===== src/rtl/pattern_tx_if.sv =====
// rtl/pattern_tx_if.sv - load/payload request and serial line bundle for pattern_tx
interface pattern_tx_if #(
    parameter int DATA_W = 8
);
    logic              load;
    logic [DATA_W-1:0] din;
    logic              c;
    logic              busy;
    logic              done;

    // Producer side: requests frames and watches the line.
    modport master (
        output load,
        output din,
        input  c,
        input  busy,
        input  done
    );

    // Transmitter side.
    modport slave (
        input  load,
        input  din,
        output c,
        output busy,
        output done
    );
endinterface


===== src/rtl/pattern_tx.sv =====
// rtl/pattern_tx.sv - "0110"-preamble serial frame transmitter (parity bit with PATTERN_TX_PARITY_EN)
module pattern_tx #(
    parameter int DATA_W = 8
) (
    input  logic         ck,
    input  logic         rs,
    pattern_tx_if.slave  bus
);

    // Counter must reach 3 in PRE and DATA_W-1 in DATA.
    localparam int CNT_W = (DATA_W > 4) ? $clog2(DATA_W) : 2;
    localparam logic [CNT_W-1:0] LAST_PRE  = CNT_W'(3);
    localparam logic [CNT_W-1:0] LAST_DATA = CNT_W'(DATA_W - 1);
    // Bit i of this constant is sent at preamble index i.
    localparam logic [3:0] PREAMBLE = 4'b0110;

`ifdef PATTERN_TX_PARITY_EN
    typedef enum logic [1:0] {S_IDLE, S_PRE, S_DATA, S_PAR} state_t;
`else
    typedef enum logic [1:0] {S_IDLE, S_PRE, S_DATA} state_t;
`endif

    state_t            state_q, state_d;
    logic [CNT_W-1:0]  cnt_q,   cnt_d;
    logic [DATA_W-1:0] sh_q,    sh_d;
    logic              c_q,     c_d;
    logic              busy_q,  busy_d;
    logic              done_q,  done_d;
`ifdef PATTERN_TX_PARITY_EN
    logic              par_q,   par_d;
`endif

    // Next-state logic: every output value is computed one edge ahead so c/busy/done come straight from flops.
    always_comb begin
        state_d = state_q;
        cnt_d   = cnt_q;
        sh_d    = sh_q;
        c_d     = c_q;
        busy_d  = busy_q;
        done_d  = 1'b0;
`ifdef PATTERN_TX_PARITY_EN
        par_d   = par_q;
`endif
        case (state_q)
            S_IDLE: begin
                c_d    = 1'b1;
                busy_d = 1'b0;
                if (bus.load) begin
                    sh_d    = bus.din;
`ifdef PATTERN_TX_PARITY_EN
                    par_d   = ^bus.din;
`endif
                    state_d = S_PRE;
                    cnt_d   = '0;
                    c_d     = PREAMBLE[0];
                    busy_d  = 1'b1;
                end
            end
            S_PRE: begin
                if (cnt_q == LAST_PRE) begin
                    // First payload bit goes out now; the register shifts so its MSB is always the next bit.
                    state_d = S_DATA;
                    cnt_d   = '0;
                    c_d     = sh_q[DATA_W-1];
                    sh_d    = sh_q << 1;
                end else begin
                    cnt_d = cnt_q + 1'b1;
                    c_d   = PREAMBLE[cnt_d[1:0]];
                end
            end
            S_DATA: begin
                if (cnt_q == LAST_DATA) begin
                    cnt_d = '0;
`ifdef PATTERN_TX_PARITY_EN
                    state_d = S_PAR;
                    c_d     = par_q;
`else
                    state_d = S_IDLE;
                    c_d     = 1'b1;
                    busy_d  = 1'b0;
                    done_d  = 1'b1;
`endif
                end else begin
                    cnt_d = cnt_q + 1'b1;
                    c_d   = sh_q[DATA_W-1];
                    sh_d  = sh_q << 1;
                end
            end
`ifdef PATTERN_TX_PARITY_EN
            S_PAR: begin
                state_d = S_IDLE;
                c_d     = 1'b1;
                busy_d  = 1'b0;
                done_d  = 1'b1;
            end
`endif
            default: begin
                state_d = S_IDLE;
                cnt_d   = '0;
                c_d     = 1'b1;
                busy_d  = 1'b0;
            end
        endcase
    end

    // State and output registers; reset aborts a frame at once with the line back high and no done pulse.
    always_ff @(posedge ck or posedge rs) begin
        if (rs) begin
            state_q <= S_IDLE;
            cnt_q   <= '0;
            sh_q    <= '0;
            c_q     <= 1'b1;
            busy_q  <= 1'b0;
            done_q  <= 1'b0;
`ifdef PATTERN_TX_PARITY_EN
            par_q   <= 1'b0;
`endif
        end else begin
            state_q <= state_d;
            cnt_q   <= cnt_d;
            sh_q    <= sh_d;
            c_q     <= c_d;
            busy_q  <= busy_d;
            done_q  <= done_d;
`ifdef PATTERN_TX_PARITY_EN
            par_q   <= par_d;
`endif
        end
    end

    assign bus.c    = c_q;
    assign bus.busy = busy_q;
    assign bus.done = done_q;

endmodule


===== src/flat_wrapper.sv =====
// flat-port wrapper written by rule: the top's interface ports become plain ports
module pattern_tx_flat 
#(
    parameter int DATA_W = 8
)
  (ck, rs, bus_load, bus_din, bus_c, bus_busy, bus_done);
  pattern_tx_if #(.DATA_W(DATA_W)) bus_i ();
  input  logic ck;
  input  logic rs;
  input wire logic [$bits(bus_i.load)-1:0] bus_load;
  input wire logic [$bits(bus_i.din)-1:0] bus_din;
  output wire logic [$bits(bus_i.c)-1:0] bus_c;
  output wire logic [$bits(bus_i.busy)-1:0] bus_busy;
  output wire logic [$bits(bus_i.done)-1:0] bus_done;
  assign bus_i.load = bus_load;
  assign bus_i.din = bus_din;
  assign bus_c = bus_i.c;
  assign bus_busy = bus_i.busy;
  assign bus_done = bus_i.done;
  pattern_tx #(.DATA_W(DATA_W)) u_core (.ck(ck), .rs(rs), .bus(bus_i));
endmodule

===== config.mk =====
export PLATFORM = sky130hd
export DESIGN_NAME = pattern_tx_flat
export DESIGN_NICKNAME = d
export VERILOG_FILES = /design/src/rtl/pattern_tx_if.sv /design/src/rtl/pattern_tx.sv /design/src/flat_wrapper.sv
export SDC_FILE = /design/constraint.sdc
export NUM_CORES = 1
export LEC_CHECK = 0
export ABC_AREA = 1
export ABC_CLOCK_PERIOD_IN_PS = 1900
export CAP_MARGIN = 20
export CELL_PAD_IN_SITES_DETAIL_PLACEMENT = 1
export CELL_PAD_IN_SITES_GLOBAL_PLACEMENT = 1
export CORE_MARGIN = 4
export CORE_UTILIZATION = 38
export CTS_BUF_LIST = sky130_fd_sc_hd__clkbuf_16
export CTS_CLUSTER_SIZE = 16
export DETAILED_ROUTE_END_ITERATION = 8
export PLACE_DENSITY = 0.79
export SLEW_MARGIN = 5
export SYNTH_ARGS = -nofsm -noshare
export SYNTH_HDL_FRONTEND = slang
export SYNTH_SLANG_ARGS = --single-unit

===== constraint.sdc =====
create_clock -name ck -period 1.9 [get_ports ck]
set_input_delay 0.57 -clock ck [delete_from_list [all_inputs] [get_ports ck]]
set_output_delay 0.57 -clock ck [all_outputs]
set_load 0.02 [all_outputs]

# == Word level (Yosys, flattened, before mapping) ==
# Index checks and enable logic that the tools add are counted.
# classes
eq_ne,8
addsub,1
reduce_logical,5
order_cmp,1
bitwise_logic,1
mux,23
# op_table
op,n
$mux W8,3
$pmux W8 S3,1
$mux W3,3
$pmux W3 S3,1
$mux W1,8
$mux W2,3
$pmux W1 S3,2
$pmux W2 S3,1
$ne A2 B1 Y1 const B,2
$ne A2 B2 Y1 const B,2
$reduce_and A4 Y1,1
$add A3 B1 Y3 const B,1
$eq A3 B2 Y1 const B,1
$eq A3 B3 Y1 const B,1
$lt A2 B3 Y1 const B,1
$reduce_and A3 Y1,1
$reduce_bool A3 Y1,1
$bmux W1 S2,1
$eq A2 B1 Y1 const B,1
$eq A2 B2 Y1 const B,1
$logic_not A2 Y1,1
$reduce_and A2 Y1,1
$not A1 Y1,1
# totals
out_inout_bits,3
input_bits,11
reg_bits,16
word_cells,45

# == Depth between registers and ports, before layout ==
# Gate-level depths: netlist of the first run.
# logic_depth
ltp_word,5
depth_mapped,8
depth_no_buf,8

# == Least setup slack after synthesis of the first run ==
# Ideal clock, no wire load.
# synth_path
path_type,register to register
from,register u_core.cnt_q[0]
to,register u_core.sh_q[7]
required_time_ns,1.783
path_stages_with_launch,9
setup_time_ns,0.117
period_less_slack_ns,1.436
setup_slack_ns,0.464
arrival_ns,1.320
n_path_buf,0
cell_sequence,dfrtp_1 -> ha_1 -> ha_1 -> nand2_1 -> inv_1 -> nor2_4 -> nand2_4 -> nand2_1 -> nand2_1
# synth_via
elab_chain_len,3
word_cells_on_any_way,5
cone_classes,eq/ne: 4; reduce/logical: 1
# synth_lines
item,line_no,source
start: declaration,pattern_tx.sv:24,"logic [CNT_W-1:0] cnt_q, cnt_d;"
start signal: assignment,pattern_tx.sv:120,cnt_q <= cnt_d;
$eq A3 B3 Y1 or $eq A3 B2 Y1 (tied branches),"pattern_tx.sv:72, pattern_tx.sv:60",
$ne A2 B2 Y1 (no line) or $ne A2 B1 Y1 (tied branches),-,
$reduce_and A4 Y1 (no line) (*),-,
end signal: assignment,pattern_tx.sv:111,sh_q <= '0;
end signal: assignment,pattern_tx.sv:121,sh_q <= sh_d;
end: declaration,pattern_tx.sv:25,"logic [DATA_W-1:0] sh_q, sh_d;"
# Every way passes the cells marked *; elsewhere a longest branch is shown, timed or not.
# A chain may end at the register's enable or synchronous reset.

# == Worst setup path in the final report of the first run ==
# layout_path
from,"register u_core.busy_q, in the netlist u_core.bus.busy"
to,output bus_busy
# layout_lines
item,line_no,source
start: declaration,pattern_tx.sv:27,"logic busy_q, busy_d;"
start signal: assignment,pattern_tx.sv:123,busy_q <= busy_d;
end: declaration,flat_wrapper.sv:13,output wire logic [$bits(bus_i.busy)-1:0] bus_busy;
# No word-level cell between the ends.

==> results, run 1 <==
- The class of the worst hold path is flip-flop to flip-flop.
- The worst setup path is captured at a primary output.
- The number of max-slew violations in the final report is 0.
- The insertion delay to the later sink of the worst-skew pair is ~0.25 ns.
- The number of library cell types mapped by synthesis is 14.
- Setup total negative slack on the finished layout was measured at 0 ns.
- The post-synthesis area per instance is between 7 and 8 µm².
- The first global-routing pass estimated 3.981 mm of wire.
- The worst clock skew is approximately 0.0019 ns.
- The number of clock sinks is 16.
- The initial antenna violation count is 0.
- The maximum vdd drop is 0.8561 mV.
- The flow ran to the end, and the final reports show no timing, DRC or antenna violations.
- The number of global-route vias before repair was between 900 and 1000.
- For this run, design rule violations remaining after detail routing come to 0.
- The critical path is of the flip-flop to primary output type.
- The number of fill cells in the layout is approximately 320.
- For this configuration, the core starts out at a cell density of 0.3950.
- The share of the yosys chip area belonging to registers is 0.4142.
- Setup repair after global routing left no endpoint under its margin.
- The number of antenna diodes in the final layout is 0.
- The number of nets in the synthesized netlist is 150.
- Clock tree synthesis selected as its root buffer the cell sky130_fd_sc_hd__clkbuf_16.
- The area overhead of the layout relative to synthesis is 26.06%.
- The maximum number of pins on one net before global-route repair is 17.
- The synthesized design contains 16 register bits.
- After floorplanning, the core was sized to cover 2455 µm².
- The cell family contributing the most delay on the critical path is buffers and inverters.
- The number of buffers and inverters on the critical path is 1.
- The worst register-to-register path begins at u_core.cnt_q[0].
- The number of failing hold endpoints at the final stage is 0.
- The final clock period utilization by the worst path is 0.9353.
- The final layout contains ~170 nets.
- The critical-path maximum fanout is 2.
- After detailed routing, the average wire length per cell comes to 13.38 µm.
- The actual transition at the worst max-transition pin is roughly 0.34 ns.
- The leakage power of the design is around 0.67 nW.
- The startpoint kind of the worst setup timing path is a flip-flop.
- The critical path goes through clkdlybuf4s50_1.
- The number of maximum-capacitance constraint violations is 0.
- Derived from the worst setup path, the maximum achievable clock frequency is 562.7 MHz.
- Data on the critical path arrives at its endpoint at 1.21 ns.
- The power per cell area is ~1600 nW/µm².
- In this run the post-CTS setup repair buffer count came out at 0.
- The antenna violation net count after detailed routing is 0.
- The worst register-to-register path has a depth of 8.
- The endpoint identified for the worst register-to-register timing path is u_core.sh_q[0].
- The global routing usage summed across all routing layers is 0.1573.
- The last weighted congestion value of the routability-driven placer is between 0.7 and 0.8.
- The maximum clock path buffer count is 2.
- TritonCTS created 3 clock buffers.
- The die width is between 50 and 60 µm.
- At the worst endpoint, the required time is between 1 and 1.5 ns.
- After the flow finishes, the layout carries non-filler instances totaling 177.
- The number of iterations in the first detailed-routing pass is 4.
- The total power is approximately 2 mW.
- Setup slack on the worst reg-to-reg path comes out at 0.22 ns.
- The setup violation total in the final timing report is 0.
- The startpoint identified for the worst hold timing path is u_core.sh_q[4].
- The largest single stage delay on the critical path is roughly 0.61 ns.
- After detailed routing, the number of vias per cell comes to 4.757.
- The endpoint of the worst hold path is u_core.sh_q[4].
- The number of core rows is 18.
- The clock-pin slew reported for the worst setup and hold paths after clock tree synthesis is 0.05 ns.
- The final period demand of the worst path is around 1.8 ns.
- TritonCTS built the clock tree.
- The number of vias after detailed routing is 842.
- In this run the cell area of the synthesized design comes to between 900 and 1000 µm².
- The count of buffers inserted at the top-level ports is 13.
- The final layout contains routed wiring with a total length of 2.368 mm.
- The sum of net half-perimeters after detailed placement is ~1.7 mm.
- During I/O placement, the number of pins put on the boundary was 14.
- The floorplan step defined a die boundary enclosing approximately 3400 µm².
- For this design, the slowest cell found on the critical path is sky130_fd_sc_hd__clkdlybuf4s50_1.
- The worst hold path stage count is 2.
- The initial detailed-routing violation count is 11.
- The fraction of layout cells with a size suffix above 1 is 0.06803.
- The cell count after placement is about 170.
- The synthesis warning total is 0.
- The overall die height is 58.52 µm.
- The number of H-tree levels is 1.
- The number of cells produced by synthesis is around 130.
- The headroom to the max-slew limit is 0.7731.
- Global routing finished with a remaining overflow of 0.
## worst register-to-register path: stages (launching register included)
cell	delay (ns)
sky130_fd_sc_hd__dfrtp_1	0.41
sky130_fd_sc_hd__ha_1	0.27
sky130_fd_sc_hd__ha_1	0.22
sky130_fd_sc_hd__nand2_1	0.08
sky130_fd_sc_hd__inv_1	0.08
sky130_fd_sc_hd__nor2_4	0.25
sky130_fd_sc_hd__nand2_4	0.13
sky130_fd_sc_hd__nand2_1	0.08
sky130_fd_sc_hd__nand2_1	0.05
## state kept, by name (all words and copies together), names as in the netlist
register,flops
u_core.bus.busy,1
u_core.bus.c,1
u_core.bus.done,1
u_core.cnt_q,3
u_core.sh_q,8
u_core.state_q,2
## metrics by stage
| step | worst slack, ns | util | hold slack [ns] | cell area [µm²] |
|---|---|---|---|---|
| 2_1_floorplan | 0.4640 | - | 0.4417 | 969.7 |
| 3_3_place_gp | 0.07511 | 0.4664 | 0.4568 | 1145 |
| 3_5_place_dp | 0.03984 | 0.4664 | 0.4631 | 1145 |
| 4_1_cts | 0.1074 | 0.4980 | 0.4763 | 1222 |
| 5_1_grt | 0.07345 | 0.4980 | 0.4960 | 1222 |
| 6_report | 0.1230 | 0.4980 | 0.4752 | 1222 |
## layout make-up
class	instances	area [µm²]	share of cell area
Clock inverter	1	3.754	0.003071
Multi-Input combinational cell	95	496.7	0.4063
Inverter	17	63.81	0.05220
Clock buffer	3	75.07	0.06141
Sequential cell	16	401.6	0.3286
Tap cell	30	37.54	0.03071
Timing Repair Buffer	15	143.9	0.1177
## per-layer routing
metal  GRT usage  vias to the layer above  part of all wire
met3     0.03947                        5             0.033
met2      0.2823                       11              0.53
li1            -                      432                 -
met5           0                        -                 0
met4     0.06954                        0             0.019
met1      0.1735                      394              0.42
## worst max-delay path by stage
stage,startpoint,end,slack [ns],depth (start not counted)
after floorplan,u_core.cnt_q[0],u_core.sh_q[7],0.46,8
after global placement,bus_load,u_core.sh_q[0],0.08,6
after detailed placement,bus_load,u_core.sh_q[0],0.04,6
after CTS,u_core.bus.busy,bus_busy,0.11,1
after global routing,u_core.cnt_q[0],u_core.sh_q[5],0.07,8
final,u_core.bus.busy,bus_busy,0.12,1
## Yosys cell counts
cell | count | area share
sky130_fd_sc_hd__nor2_4 | 1 | 0.012
sky130_fd_sc_hd__buf_4 | 1 | 0.0077
sky130_fd_sc_hd__o21ai_0 | 6 | 0.031
sky130_fd_sc_hd__a21oi_4 | 1 | 0.017
sky130_fd_sc_hd__dfstp_2 | 1 | 0.027
sky130_fd_sc_hd__inv_1 | 16 | 0.062
sky130_fd_sc_hd__nand2_4 | 1 | 0.012
sky130_fd_sc_hd__a21oi_1 | 1 | 0.0052
sky130_fd_sc_hd__dfrtp_1 | 15 | 0.39
sky130_fd_sc_hd__inv_2 | 1 | 0.0039
sky130_fd_sc_hd__ha_1 | 10 | 0.13
sky130_fd_sc_hd__nand2_1 | 57 | 0.22
sky130_fd_sc_hd__nor2_1 | 5 | 0.019
sky130_fd_sc_hd__nand3_1 | 13 | 0.067
## cells in the final DEF, fill, tap and decap left out
| master | netlist | layout |
|---|---|---|
| sky130_fd_sc_hd__clkdlybuf4s50_1 | 0 | 12 |
| sky130_fd_sc_hd__dfstp_2 | 1 | 1 |
| sky130_fd_sc_hd__nand3_1 | 13 | 13 |
| sky130_fd_sc_hd__nor2_1 | 5 | 5 |
| sky130_fd_sc_hd__a21oi_1 | 1 | 1 |
| sky130_fd_sc_hd__clkinv_1 | 0 | 1 |
| sky130_fd_sc_hd__dfrtp_1 | 15 | 15 |
| sky130_fd_sc_hd__o21ai_0 | 6 | 6 |
| sky130_fd_sc_hd__clkbuf_16 | 0 | 3 |
| sky130_fd_sc_hd__nand2_1 | 57 | 57 |
| sky130_fd_sc_hd__ha_1 | 10 | 10 |
| sky130_fd_sc_hd__dlygate4sd2_1 | 0 | 1 |
| sky130_fd_sc_hd__inv_1 | 16 | 16 |
| sky130_fd_sc_hd__nand2_4 | 1 | 1 |
| sky130_fd_sc_hd__inv_2 | 1 | 1 |
| sky130_fd_sc_hd__buf_4 | 1 | 2 |
| sky130_fd_sc_hd__a21oi_4 | 1 | 1 |
| sky130_fd_sc_hd__nor2_4 | 1 | 1 |
## power by group
group	switching [mW]	total (mW)	internal (mW)
sequential	0.0820	0.568	0.486
combinational	0.649	1.01	0.363
clock	0.148	0.428	0.280
total	0.879	2.01	1.13
## cell families (layout without fill, tap and decap cells)
group,after synthesis,after routing,synth area share
AOI/OAI and AO/OA,8,8,0.05290
buffers and inverters,18,36,0.07355
and+or+nand+nor,77,77,0.3303
DFF,16,16,0.4142
adders and majority gates,10,10,0.1290
## what timing repair did
item                                    4_1_cts  5_1_grt
endpoints found under the setup margin        1        0
gates resized for setup                       1        0
hold buffers                                  0        0
Power figures use the tool's default switching activity.
==> run 2, diff against run 1 <==
- PLACE_DENSITY: 0.79 -> default
- PLACE_DENSITY_LB_ADDON: default -> 0.1
==> run 2 against run 1 <==
Fmax rose by 0.93%. Sequential share of layout area fell by 0.20 points. Register-to-register slack improved by 0.04 ns. Clock skew barely moved. Worst setup slack improved by 0.016 ns. Largest cell class unchanged. Count of clock-buffer cells in the layout did not move. Core utilization rose by 0.31 points. Final cell count rose by 0.56%.
==> results, run 2 (synthesis gave the netlist of run 1 again) <==
- The critical-path maximum fanout came to 2 (unchanged).
- The cell count after placement was 174 (was 173).
- The area overhead of the layout relative to synthesis is 26.84% (was 26.06%).
- The count of buffers inserted at the top-level ports was 13 (unchanged).
- The class of the worst hold path is flip-flop to flip-flop (unchanged).
- The number of iterations in the first detailed-routing pass is 4 (unchanged).
- The wire length of the first global-routing pass is 4.015 mm (was 3.981 mm).
- The fraction of layout cells with a size suffix above 1 was 0.07432 (was 0.06803).
- The delay of the slowest cell on the worst path is 0.61 ns (about the same).
- The area of the die is 3424 µm² (unchanged).
- The final critical-path setup slack came to 0.1393 ns (was 0.1230 ns).
- The kind of cell with the highest combined delay on the critical path is buffers and inverters (unchanged).
- The core box area came to 2455 µm² (unchanged).
- The final standard cell count with taps included and fillers excluded is 178 (was 177).
- The clock-pin slew reported for the worst setup and hold paths after clock tree synthesis is 0.05 ns (about the same).
- The launching element of the worst setup path is u_core.bus.busy (unchanged).
- The post-cts resize count is 1 (unchanged).
- The antenna violation net count after detailed routing is 0 (unchanged).
- Most used cells in the layout excluding fill and tap cells: sky130_fd_sc_hd__nand2_1 (57), sky130_fd_sc_hd__inv_1 (16), sky130_fd_sc_hd__dfrtp_1 (15) (unchanged).
- The actual transition at the worst max-transition pin came to 0.3479 ns (was 0.3395 ns).
- The detailed-route wire length per cell is 12.49 µm (was 13.38 µm).
- The required time of the critical path is 1.33 ns (about the same).
- The setup violation total in the final timing report was 0 (unchanged).
- The startpoint kind of the worst setup timing path is a flip-flop (unchanged).
- The register with the most flip-flops was u_core.sh_q (unchanged).
- The total negative slack for setup checks is 0 ns (unchanged).
- The cell with the largest stage delay on the worst path is sky130_fd_sc_hd__clkdlybuf4s50_1 (unchanged).
- The buffers plus inverters on the worst setup path is 1 (unchanged).
- The post-CTS setup buffer count is 0 (unchanged).
- The insertion delay to the later sink of the worst-skew pair was 0.24 ns (was 0.25 ns).
- The final net count is 170 (was 169).
- The post-placement worst setup slack is 0.03392 ns (was 0.03984 ns).
- The final clock period utilization by the worst path came to 0.9267 (was 0.9353).
- The number of failing hold endpoints at the final stage is 0 (unchanged).
- The die width is 58.52 µm (unchanged).
- The last weighted congestion value of the routability-driven placer is 0.8181 (was 0.7766).
- The headroom to the max-slew limit came to 0.7676 (was 0.7731).
- The number of buffers created by CTS was 3 (unchanged).
- The number of flip-flops in the largest register was 8 (unchanged).
- The number of clock sinks is 16 (unchanged).
- The power per cell area came to 1631 nW/µm² (was 1643 nW/µm²).
- The final period demand of the worst path was 1.761 ns (was 1.777 ns).
- The number of global-route vias before repair is 878 (was 911).
- The number of H-tree levels is 1 (unchanged).
- The number of inserted diodes is 0 (unchanged).
- The number of placed I/O pins is 14 (unchanged).
- The residual overflow from global routing is 0 (unchanged).
- The final wirelength is 2.224 mm (was 2.368 mm).
- Regs by FF count: u_core.sh_q (8), u_core.cnt_q (3), u_core.state_q (2) (unchanged).
- The number of vias after detailed routing was 862 (was 842).
- The post-detailed-route DRC marker count is 0 (unchanged).
- The number of max-slew violations in the final report is 0 (unchanged).
- The startpoint of the lowest-slack register-to-register path is u_core.cnt_q[0] (unchanged).
- The leakage power of the design is 0.6737 nW (was 0.6685 nW).
- The global routing usage summed across all routing layers is 0.1547 (was 0.1573).
- The maximum number of pins on one net before global-route repair is 17 (unchanged).
- The initial antenna violation count is 0 (unchanged).
- The total power is 2.006 mW (was 2.008 mW).
- The overall die height was 58.52 µm (unchanged).
- The initial detailed-routing violation count is 34 (was 11).
- The TritonCTS clock tree is built (unchanged).
- The upper clock frequency limit is 568.0 MHz (was 562.7 MHz).
- The launch point of the worst hold path is u_core.sh_q[6] (was u_core.sh_q[4]).
- The worst clock skew is 0.001918 ns (was 0.001905 ns).
- The number of maximum-capacitance constraint violations is 0 (unchanged).
- The number of core rows is 18 (unchanged).
- The initial core utilization is 0.3950 (unchanged).
- The sum of net half-perimeters after detailed placement is 1.812 mm (was 1.742 mm).
- Outcome: finished clean (unchanged).
- The post-detailed-route via-to-cell ratio was 4.843 (was 4.757).
- The leading cell type in the layout, fill and taps excluded is sky130_fd_sc_hd__nand2_1 (unchanged).
- The endpoint class of the critical path is a primary output (unchanged).
- The maximum clock path buffer count is 2 (unchanged).
- The endpoint arrival time on the critical path came to 1.19 ns (was 1.21 ns).
- The hold buffer count at CTS was 0 (unchanged).
- Cells along the critical path: clkdlybuf4s50_1 (unchanged).
- Setup repair after global routing missed its margin: false (unchanged).
- The maximum vdd drop came to 0.9042 mV (was 0.8561 mV).
- The type of the worst setup path is flip-flop to primary output (unchanged).
- The library cell used as clock root buffer is sky130_fd_sc_hd__clkbuf_16 (unchanged).
-- run 2: cell types whose count changed in the layout (fill, tap and decap cells not counted), sizes merged --
cell,change
buf,+1
-- run 2: cell type report --
type	instances	area [µm²]
well taps	30	37.54
inverters	17	63.81
clock buffers	3	75.07
multi-input cells	95	496.7
repair buffers	16	151.4
fillers	314	1225
flip-flops and latches	16	401.6
clock inverters	1	3.754
-- run 2: report_power, final --
part           switching [mW]  internal (mW)  total [mW]
Sequential             0.0804          0.486       0.566
Clock                   0.128          0.279       0.407
Combinational           0.661          0.372        1.03
Total                   0.870           1.14        2.01
-- run 2: routing by layer --
| metal | GRT usage | share of wire | vias up |
|---|---|---|---|
| li1 | - | - | 435 |
| met1 | 0.2123 | 0.48 | 410 |
| met2 | 0.2520 | 0.47 | 13 |
| met3 | 0.02632 | 0.036 | 4 |
| met4 | 0.03974 | 0.013 | 0 |
| met5 | 0 | 0 | - |
-- run 2: worst paths after layout --
| kind | end | slack, ns | depth (start not counted) |
|---|---|---|---|
| max | bus_busy | 0.14 | 1 |
| min | u_core.sh_q[6] | 0.47 | 2 |
| max reg2reg | u_core.sh_q[7] | 0.26 | 8 |
| min reg2reg | u_core.sh_q[6] | 0.47 | 2 |
| max in group asynchronous | u_core.bus.c | 1.01 | 3 |
| min in group asynchronous | u_core.sh_q[2] | 0.65 | 3 |
-- run 2: stage by stage --
stage	hold slack [ns]	cell area, µm²	util
after global routing	0.4999	1230	0.5010
after CTS	0.4740	1230	0.5010
after floorplan	0.4417	969.7	-
after global placement	0.4599	1152	0.4694
final	0.4730	1230	0.5010
after detailed placement	0.4625	1152	0.4694
